## src/rtl/ibex_msg_pkg.sv

```systemverilog
// Shared types for the register-file message loader.
// States, message length type and the per-message word limit.
package ibex_msg_pkg;

  typedef enum logic [1:0] {
    IDLE,
    WRITE,
    DISCARD
  } loader_state_e;

  typedef logic [1:0] msg_len_t;

  localparam int unsigned MsgMaxWords = 4;

endpackage

```

## src/rtl/prim_fifo_sync.sv

```systemverilog
// Synchronous FIFO, registered full flag; 1-cycle push-to-pop latency (0 when Pass and empty).
// Writer must not push while full_o; reader pops with rready_i while rvalid_o.
module prim_fifo_sync #(
  parameter int unsigned Width = 32,
  parameter int unsigned Depth = 4,
  parameter bit          Pass  = 1'b0
) (
  input  logic             clk_i,
  input  logic             rst_ni,
  input  logic             wvalid_i,
  input  logic [Width-1:0] wdata_i,
  output logic             full_o,
  output logic             rvalid_o,
  input  logic             rready_i,
  output logic [Width-1:0] rdata_o
);

  localparam int unsigned PtrW = (Depth > 1) ? $clog2(Depth) : 1;
  localparam int unsigned CntW = $clog2(Depth + 1);
  localparam logic [PtrW-1:0] LastPtr = PtrW'(Depth - 1);

  logic [Width-1:0] mem_q [Depth];
  logic [PtrW-1:0]  wptr_q, rptr_q;
  logic [CntW-1:0]  cnt_q;
  logic             empty, pass_through, do_push, do_pop;

  assign empty        = (cnt_q == '0);
  assign full_o       = (cnt_q == CntW'(Depth));
  assign pass_through = Pass && empty;
  assign rvalid_o     = !empty || (pass_through && wvalid_i);
  assign rdata_o      = pass_through ? wdata_i : mem_q[rptr_q];

  // A passed-through word is consumed directly and never stored.
  assign do_pop  = rready_i && !empty;
  assign do_push = wvalid_i && !full_o && !(pass_through && rready_i);

  always_ff @(posedge clk_i or negedge rst_ni) begin
    if (!rst_ni) begin
      wptr_q <= '0;
      rptr_q <= '0;
      cnt_q  <= '0;
    end else begin
      if (do_push) wptr_q <= (wptr_q == LastPtr) ? '0 : wptr_q + 1'b1;
      if (do_pop)  rptr_q <= (rptr_q == LastPtr) ? '0 : rptr_q + 1'b1;
      case ({do_push, do_pop})
        2'b10:   cnt_q <= cnt_q + 1'b1;
        2'b01:   cnt_q <= cnt_q - 1'b1;
        default: cnt_q <= cnt_q;
      endcase
    end
  end

  always_ff @(posedge clk_i) begin
    if (do_push) mem_q[wptr_q] <= wdata_i;
  end

endmodule

```

## src/rtl/ibex_msg_rf_loader.sv

```systemverilog
// Loads a header-described message into consecutive message-bank registers, one word/cycle.
// Beat-to-write latency 2 cycles; data stalls when FIFO full or message complete, header only in IDLE.
module ibex_msg_rf_loader
  import ibex_msg_pkg::*;
#(
  parameter int unsigned FifoDepth = 4,
  parameter int unsigned DataWidth = 32,
  parameter int unsigned AddrWidth = 5
) (
  input  logic                 clk_i,
  input  logic                 rst_ni,
  input  logic                 hdr_valid_i,
  output logic                 hdr_ready_o,
  input  logic [AddrWidth-1:0] hdr_base_i,
  input  logic [1:0]           hdr_len_i,
  input  logic                 data_valid_i,
  output logic                 data_ready_o,
  input  logic [DataWidth-1:0] data_i,
  output logic                 rf_valid_o,
  output logic [AddrWidth-1:0] rf_addr_o,
  output logic [DataWidth-1:0] rf_data_o,
  output logic [1:0]           rf_len_o,
  output logic                 busy_o,
  output logic                 done_o,
  output logic                 err_o
);

  localparam int unsigned CntW = $clog2(MsgMaxWords + 1);
  localparam logic [AddrWidth:0] MaxReg = {1'b0, {AddrWidth{1'b1}}};

  loader_state_e        state_q, state_d;
  logic [AddrWidth-1:0] base_q;
  msg_len_t             len_q;
  logic [CntW-1:0]      acc_cnt_q;
  msg_len_t             pop_cnt_q;

  logic                 fifo_full, fifo_rvalid;
  logic [DataWidth-1:0] fifo_rdata;
  logic                 hdr_hs, hdr_ok, push, pop, last_pop;
  logic [AddrWidth:0]   hdr_end;

  // One bit wider than an address so a run past the top register cannot wrap.
  assign hdr_end = {1'b0, hdr_base_i} + {{(AddrWidth - 1){1'b0}}, hdr_len_i};
  assign hdr_ok  = (hdr_base_i != '0) && (hdr_end <= MaxReg);

  assign busy_o       = (state_q != IDLE);
  assign hdr_ready_o  = (state_q == IDLE) && !done_o;
  assign hdr_hs       = hdr_valid_i && hdr_ready_o;
  assign data_ready_o = busy_o && !fifo_full && (acc_cnt_q <= CntW'(len_q));
  assign push         = data_valid_i && data_ready_o;
  assign pop          = busy_o && fifo_rvalid;
  assign last_pop     = pop && (pop_cnt_q == len_q);

  prim_fifo_sync #(
    .Width (DataWidth),
    .Depth (FifoDepth),
    .Pass  (1'b0)
  ) u_fifo (
    .clk_i    (clk_i),
    .rst_ni   (rst_ni),
    .wvalid_i (push),
    .wdata_i  (data_i),
    .full_o   (fifo_full),
    .rvalid_o (fifo_rvalid),
    .rready_i (pop),
    .rdata_o  (fifo_rdata)
  );

  always_ff @(posedge clk_i or negedge rst_ni) begin
    if (!rst_ni) state_q <= IDLE;
    else         state_q <= state_d;
  end

  always_comb begin
    state_d = state_q;
    unique case (state_q)
      IDLE:          if (hdr_hs) state_d = hdr_ok ? WRITE : DISCARD;
      WRITE, DISCARD: if (last_pop) state_d = IDLE;
      default:       state_d = IDLE;
    endcase
  end

  always_ff @(posedge clk_i or negedge rst_ni) begin
    if (!rst_ni) begin
      base_q     <= '0;
      len_q      <= '0;
      acc_cnt_q  <= '0;
      pop_cnt_q  <= '0;
      rf_valid_o <= 1'b0;
      rf_addr_o  <= '0;
      rf_data_o  <= '0;
      done_o     <= 1'b0;
      err_o      <= 1'b0;
    end else begin
      if (hdr_hs) begin
        base_q    <= hdr_base_i;
        len_q     <= hdr_len_i;
        acc_cnt_q <= '0;
        pop_cnt_q <= '0;
      end else begin
        if (push) acc_cnt_q <= acc_cnt_q + 1'b1;
        if (pop)  pop_cnt_q <= pop_cnt_q + 1'b1;
      end
      rf_valid_o <= pop && (state_q == WRITE);
      if (pop && (state_q == WRITE)) begin
        rf_addr_o <= base_q + AddrWidth'(pop_cnt_q);
        rf_data_o <= fifo_rdata;
      end
      done_o <= last_pop;
      err_o  <= last_pop && (state_q == DISCARD);
    end
  end

  assign rf_len_o = len_q;

endmodule

```

## config.mk

```make
export PLATFORM = sky130hd
export DESIGN_NAME = ibex_msg_rf_loader
export DESIGN_NICKNAME = d
export VERILOG_FILES = /design/src/rtl/ibex_msg_pkg.sv /design/src/rtl/prim_fifo_sync.sv /design/src/rtl/ibex_msg_rf_loader.sv
export SDC_FILE = /design/constraint.sdc
export NUM_CORES = 1
export LEC_CHECK = 0
export BUFFER_PORTS_ARGS = -buffer_cell sky130_fd_sc_hd__buf_2
export CORE_UTILIZATION = 58
export DETAILED_ROUTE_END_ITERATION = 7
export GPL_ROUTABILITY_DRIVEN = 0
export PLACE_DENSITY_LB_ADDON = 0.1
export SETUP_SLACK_MARGIN = 0.02
export SLEW_MARGIN = 10
export SYNTH_ARGS = -nofsm -noshare
export SYNTH_HDL_FRONTEND = slang
export SYNTH_HIERARCHICAL = 1
export SYNTH_SLANG_ARGS = --single-unit
export TNS_END_PERCENT = 5
```

## constraint.sdc

```tcl
create_clock -name clk_i -period 2.85 [get_ports clk_i]
set_input_delay 0.1425 -clock clk_i [delete_from_list [all_inputs] [get_ports clk_i]]
set_output_delay 0.1425 -clock clk_i [all_outputs]
set_load 0.01 [all_outputs]
```

* Word level (Yosys, flattened, before mapping)
Memories as Yosys holds them, arrays and structs flattened. A register that Yosys moved wholly into a read port is not among the register bits. Index checks and enable logic that the tools add are counted. W data, S select, Z words.
Storage, ports and cells: register bits 29, RAM bits 128, bits of input ports 43, word-level logic and storage cells 71, memories kept 1
Memory list:
- u_fifo.mem_q | words 4, width 32, read ports 1, clocked after memory_dff 1, write ports 1, line prim_fifo_sync.sv:22 | logic [Width-1:0] mem_q [Depth];
Cells by class: $add $sub $neg 8, $lt $le $gt $ge 2, equal/unequal tests 10, mux-type cells 13, reduce and logical (&&, ||, !) cells 25
Operator list (count):
- $mux W2 | 7
- $logic_and A1 B1 Y1 | 12
- $eq A2 B2 Y1 const B | 4
- $reduce_bool A2 Y1 | 4
- $add A2 B1 Y2 const B | 3
- $add A3 B1 Y3 const B | 2
- $add A5 B2 Y6 | 1
- $le A6 B5 Y1 const B | 1
- $mux W3 | 2
- $pmux W3 S2 | 1
- $add A5 B2 Y5 | 1
- $reduce_bool A5 Y1 | 1
- $eq A2 B1 Y1 const B | 2
- $logic_not A1 Y1 | 4
- $ne A2 B2 Y1 const B | 2
- $pmux W2 S2 | 1
- $eq A3 B3 Y1 const B | 1
- $le A3 B2 Y1 | 1
- $logic_not A3 Y1 | 1
- $sub A3 B1 Y3 const B | 1
- $eq A2 B2 Y1 | 1
- $logic_not A2 Y1 | 1
- $mux W1 | 2
- $reduce_and A2 Y1 | 1
- $reduce_or A2 Y1 | 1

* Longest topological paths before layout
word-level depth 8, mapped depth 13

* Modules after synthesis
The synthesis kept the hierarchy.
By module, submodules not included:
- prim_fifo_sync | times used 1, cells an instance 209, area each 5071.1 µm², seq. area each 4018.9 µm²
- ibex_msg_rf_loader | times used 1, cells an instance 174, area each 2512.4 µm², seq. area each 1351.3 µm²

* Worst setup path before layout
OpenSTA, ideal clock, no wires.
kind register to register, start point register len_q[1] (netlist: rf_len_o[1]), end point register u_fifo.cnt_q[2], library setup time 0.125 ns, arrival time 2.364 ns, slack 0.361 ns, cell stages (with the launch flop) 14, buffers on the path 0, period minus slack after synthesis 2.489 ns, cells stage by stage dfrtp_1 > inv_1 > ha_1 > nor2b_1 > a2bb2oi_1 > nor2_1 > and2_4 > inv_1 > ha_1 > inv_1 > fa_1 > xor2_1 > nor2_1 > xor2_1
Between the ends: longest elaborated chain between the ends 6, elaborated cells between the ends (all ways) 8, classes of those cells 1 x order compare; 2 x eq/ne; 1 x mux; 4 x reduce/logical
Ends and longest elaborated chain:
- start: declaration | line ibex_msg_rf_loader.sv:33 | msg_len_t len_q;
- start signal: assignment | line ibex_msg_rf_loader.sv:97 | len_q <= hdr_len_i;
- $le A3 B2 Y1 * | line ibex_msg_rf_loader.sv:49 | assign data_ready_o = busy_o && !fifo_full && (acc_cnt_q <= CntW'(len_q));
- $logic_and A1 B1 Y1 * | line ibex_msg_rf_loader.sv:49
- $logic_and A1 B1 Y1 * | line ibex_msg_rf_loader.sv:50 | assign push = data_valid_i && data_ready_o;
- via push | line ibex_msg_rf_loader.sv:39 | logic hdr_hs, hdr_ok, push, pop, last_pop;
- $logic_and A1 B1 Y1 * | line prim_fifo_sync.sv:35 | assign do_push = wvalid_i && !full_o && !(pass_through && rready_i);
- $eq A2 B1 Y1 / $eq A2 B2 Y1 (equally long branches) | line prim_fifo_sync.sv:45 | case ({do_push, do_pop})
- $pmux W3 S2 / $reduce_bool A2 Y1 (equally long branches)
- end signal: assignment | line prim_fifo_sync.sv:46 | 2'b10: cnt_q <= cnt_q + 1'b1;
- end signal: assignment | line prim_fifo_sync.sv:47 | 2'b01: cnt_q <= cnt_q - 1'b1;
- end signal: assignment | line prim_fifo_sync.sv:48 | default: cnt_q <= cnt_q;
- end: declaration | line prim_fifo_sync.sv:24 | logic [CntW-1:0] cnt_q;
The timed path passes the listed nets; every way through them passes the cells marked *. A chain may end at the register's enable or synchronous reset.

* Final worst setup path
Same ends and word-level chain as after synthesis.

==> results.cfg <==
[logic_synthesis]
synth.top_cells.by_area = sky130_fd_sc_hd__edfxtp_1, sky130_fd_sc_hd__dfrtp_1, sky130_fd_sc_hd__mux4_2
synth_top_area_share_pct = 50.7
mappedNetlistNets = 444
ys.flop_type = sky130_fd_sc_hd__edfxtp_1
synthesis.instances = 383
post_synth_instance_area_um2 = 7580
synth_enable_flop_cells = 128
synth_seq_cells = 189
fraction_of_the_yosys_area_taken_by_sequential_cells_pct = 70.8
synth.yosys.warnings = 6
synth_cell_types = 39
async_sr_flop_fraction_pct = 32.3
synth_top_cell_by_area = sky130_fd_sc_hd__edfxtp_1
avgSynthCellArea_um2 = 19.8

[global_route]
grt_remaining_overflow = 0
track_usage_pct = 21.2
grt_most_used_layer = met2
grt_pass1_wl_um = 20500
use_met3_pct = 5.14
grt_start_max_net_pins = 43
antenna_found_initial = 0
grt_pass1_vias = 3947
grtUsageMet1_pct = 27.1
met2_usage_pct = 35.4

[sta]
worst-slew-pin-transition_ns = 0.516
finalCriticalPeriod_ns = 2.54
rsz0062_at_grt = no
finalClockSkew_ns = 0.00839
setup_viol = 0
maxSlewViolCount = 0
slew-limit-headroom_pct = 65.6
maxClockFrequency_ghz = 0.394
fin_worst_setup_slack_ns = 0.313
timing.final.hold_violations = 0
final_period_util_pct = 89.0
final.setup.tns_ns = 0

[detailed_routing]
routed_wire_length_per_instance_um = 18.1
detailedRoute.firstIterationViolations = 218
route.final.wire_length_um = 12800
detail-route-antenna-nets = 0
route.detailed.vias_per_inst = 5.25
vias = 3719
detailedRoute.firstPassIterationCount = 4
route.detailed.drc = 0

[floorplanning]
die_area_um2 = 13500
floorplan.die.height_um = 116
die_span_x_um = 116
rows = 41
core_um2 = 12700
start_util_pct = 59.8
ios = 88

[clock_tree]
h-tree-depth = 4
cts_tree = built
cts_inserted_buffers = 17
ctsResizeCount = 0
worst_setup_hold_path_clk_slew_ns = 0.07
clk_path_buf_depth = 2
cts_root_buffer = sky130_fd_sc_hd__clkbuf_16
clock-sinks = 189
worst_skew_late_latency_ns = 0.42

[worst_setup_path]
timing.critical_path.from_type = register
critical_path.endpoint_type = register
most_prevalent_standard_cell_on_the_critical_path = sky130_fd_sc_hd__inv_1
worst-endpoint-arrival_ns = 2.88
data_required_time_of_the_worst_path_ns = 3.20
worstPathCellList = inv_1, ha_1, nor2b_1, a2bb2oi_1, nor2_1, and2_4, inv_1, ha_1, inv_1, fa_1, xor2_1, nor2_1, xor2_1
cp_max_fo = 4
cpMaxStageDelayCell = sky130_fd_sc_hd__dfrtp_1
path_class = register to register
critPathMaxStageDelay_ns = 0.40

[final_layout]
design.final.nets = 584
final_common_cell = sky130_fd_sc_hd__edfxtp_1
layout.cells.most_common_list = sky130_fd_sc_hd__edfxtp_1, sky130_fd_sc_hd__buf_2, sky130_fd_sc_hd__dfrtp_1
layout.filler_cells = 815
final_layout_size_suffix_gt1_share_pct = 40.1
antenna_cells = 0
layout-area-overhead-vs-synth_pct = 21.8

[pwr]
power.density_cell_area_nw_per_um2 = 1010
peakVddDrop_mv = 0.581
static-leakage-power_nw = 3.72
fin_total_pwr_mw = 9.33

[place]
place_hpwl_um = 7850
io_buffer_count = 87
dp_worst_setup_slack_ns = 0.328

[hold_path]
worstHoldPathType = primary input to register

[job]
reported_max_cap_violation_count = 0

[status]
status = complete, no violations
## worst max-delay path: cells and delay by family (launching register included)
kind / cells / cell delay, ns
buf+inv: 3 / 0.17
fa+ha+maj: 3 / 0.84
flops: 1 / 0.40
compound gates: 1 / 0.23
xor+xnor: 2 / 0.30
simple gates: 4 / 0.51
## layer usage
metal  share of wire [%]  vias up  wire, um
li1                    -     1739         -
met1                  44     1888      5580
met2                  52       80      6620
met3                 3.4       12       434
met4                 1.4        0       180
met5                   0        -         0
## final cells by class
type / instances / area [um^2] / area share, %
inverters: 20 / 75.1 / 0.813
flip-flops and latches: 189 / 5370 / 58.2
well taps: 172 / 215 / 2.33
repair buffers: 135 / 953 / 10.3
multi-input cells: 160 / 2010 / 21.7
clock inverters: 15 / 189 / 2.05
clock buffers: 17 / 425 / 4.61
## sequential cells by signal, summed over array words and instances, names as in the netlist, 3 cells and up
signal and cells:
u_fifo/cnt_q 3, rf_data_o 32, base_q 5, rf_addr_o 5, u_fifo/mem_q 128, acc_cnt_q 3
## worst paths after layout
| check | startpoint | end | slack, ns | cells after the start |
|---|---|---|---|---|
| worst max-delay path | rf_len_o[1]$_DFFE_PN0P_ | u_fifo/cnt_q[2]$_DFFE_PN0P_ | 0.31 | 13 |
| worst min-delay path | hdr_len_i[0] | rf_len_o[0]$_DFFE_PN0P_ | 0.01 | 2 |
| worst max register to register | rf_len_o[1]$_DFFE_PN0P_ | u_fifo/cnt_q[2]$_DFFE_PN0P_ | 0.31 | 13 |
| worst min register to register | rf_addr_o[2]$_DFFE_PN0P_ | rf_addr_o[2]$_DFFE_PN0P_ | 0.48 | 2 |
| max in group asynchronous | rst_ni | rf_data_o[5]$_DFFE_PN0P_ | 1.99 | 3 |
| min in group asynchronous | rst_ni | rf_data_o[28]$_DFFE_PN0P_ | 0.17 | 2 |
## Yosys cell counts (all sizes together) (2+ instances only)
cell	number
edfxtp	128
dfrtp	61
mux2	42
mux4	32
inv	20
ha	16
nand2	13
buf	12
nor2	6
o21ai	6
and3	5
xnor2	5
xor2	5
and2	4
nor2b	4
a21oi	3
mux2i	3
clkbuf	2
fa	2
nand2b	2
nand3b	2
o31ai	2
## timing repair
item,in CTS,in global routing
hold buffers,38,0
buffers inserted,0,0
hold endpoints to repair,145,0
## where the power goes
group	internal [mW]	total [mW]	leakage, nW	switching (mW)
Clock	1.40	2.40	0.293	1.01
Sequential	3.57	3.99	1.90	0.426
Combinational	1.65	2.93	1.53	1.29
Total	6.61	9.33	3.72	2.72
## per-stage QoR
stage                     hold WS [ns]  std cells  cell area [um^2]  util (%)
after global routing           0.00441        708              9240      72.9
after CTS                     0.000355        708              9240      72.9
after detailed placement        0.0775        638              8240      65.0
after floorplan                 -0.153        383              7580         -
after global placement          0.0743        638              8240      65.0
final                           0.0135        708              9240      72.9
## kinds of logic (layout without fill, tap and decap cells)
group | Yosys count | in the layout | share of synthesized area (%)
AOI/OAI and AO/OA | 14 | 14 | 1.11
xor gates and xnor gates | 10 | 10 | 1.15
adders and majority gates | 18 | 18 | 3.17
buffers and inverters | 34 | 187 | 2.74
DFF | 189 | 189 | 70.8
muxes | 77 | 77 | 17.8
and+or+nand+nor | 41 | 41 | 3.25
Note: power is estimated with default switching activity, not from simulation.
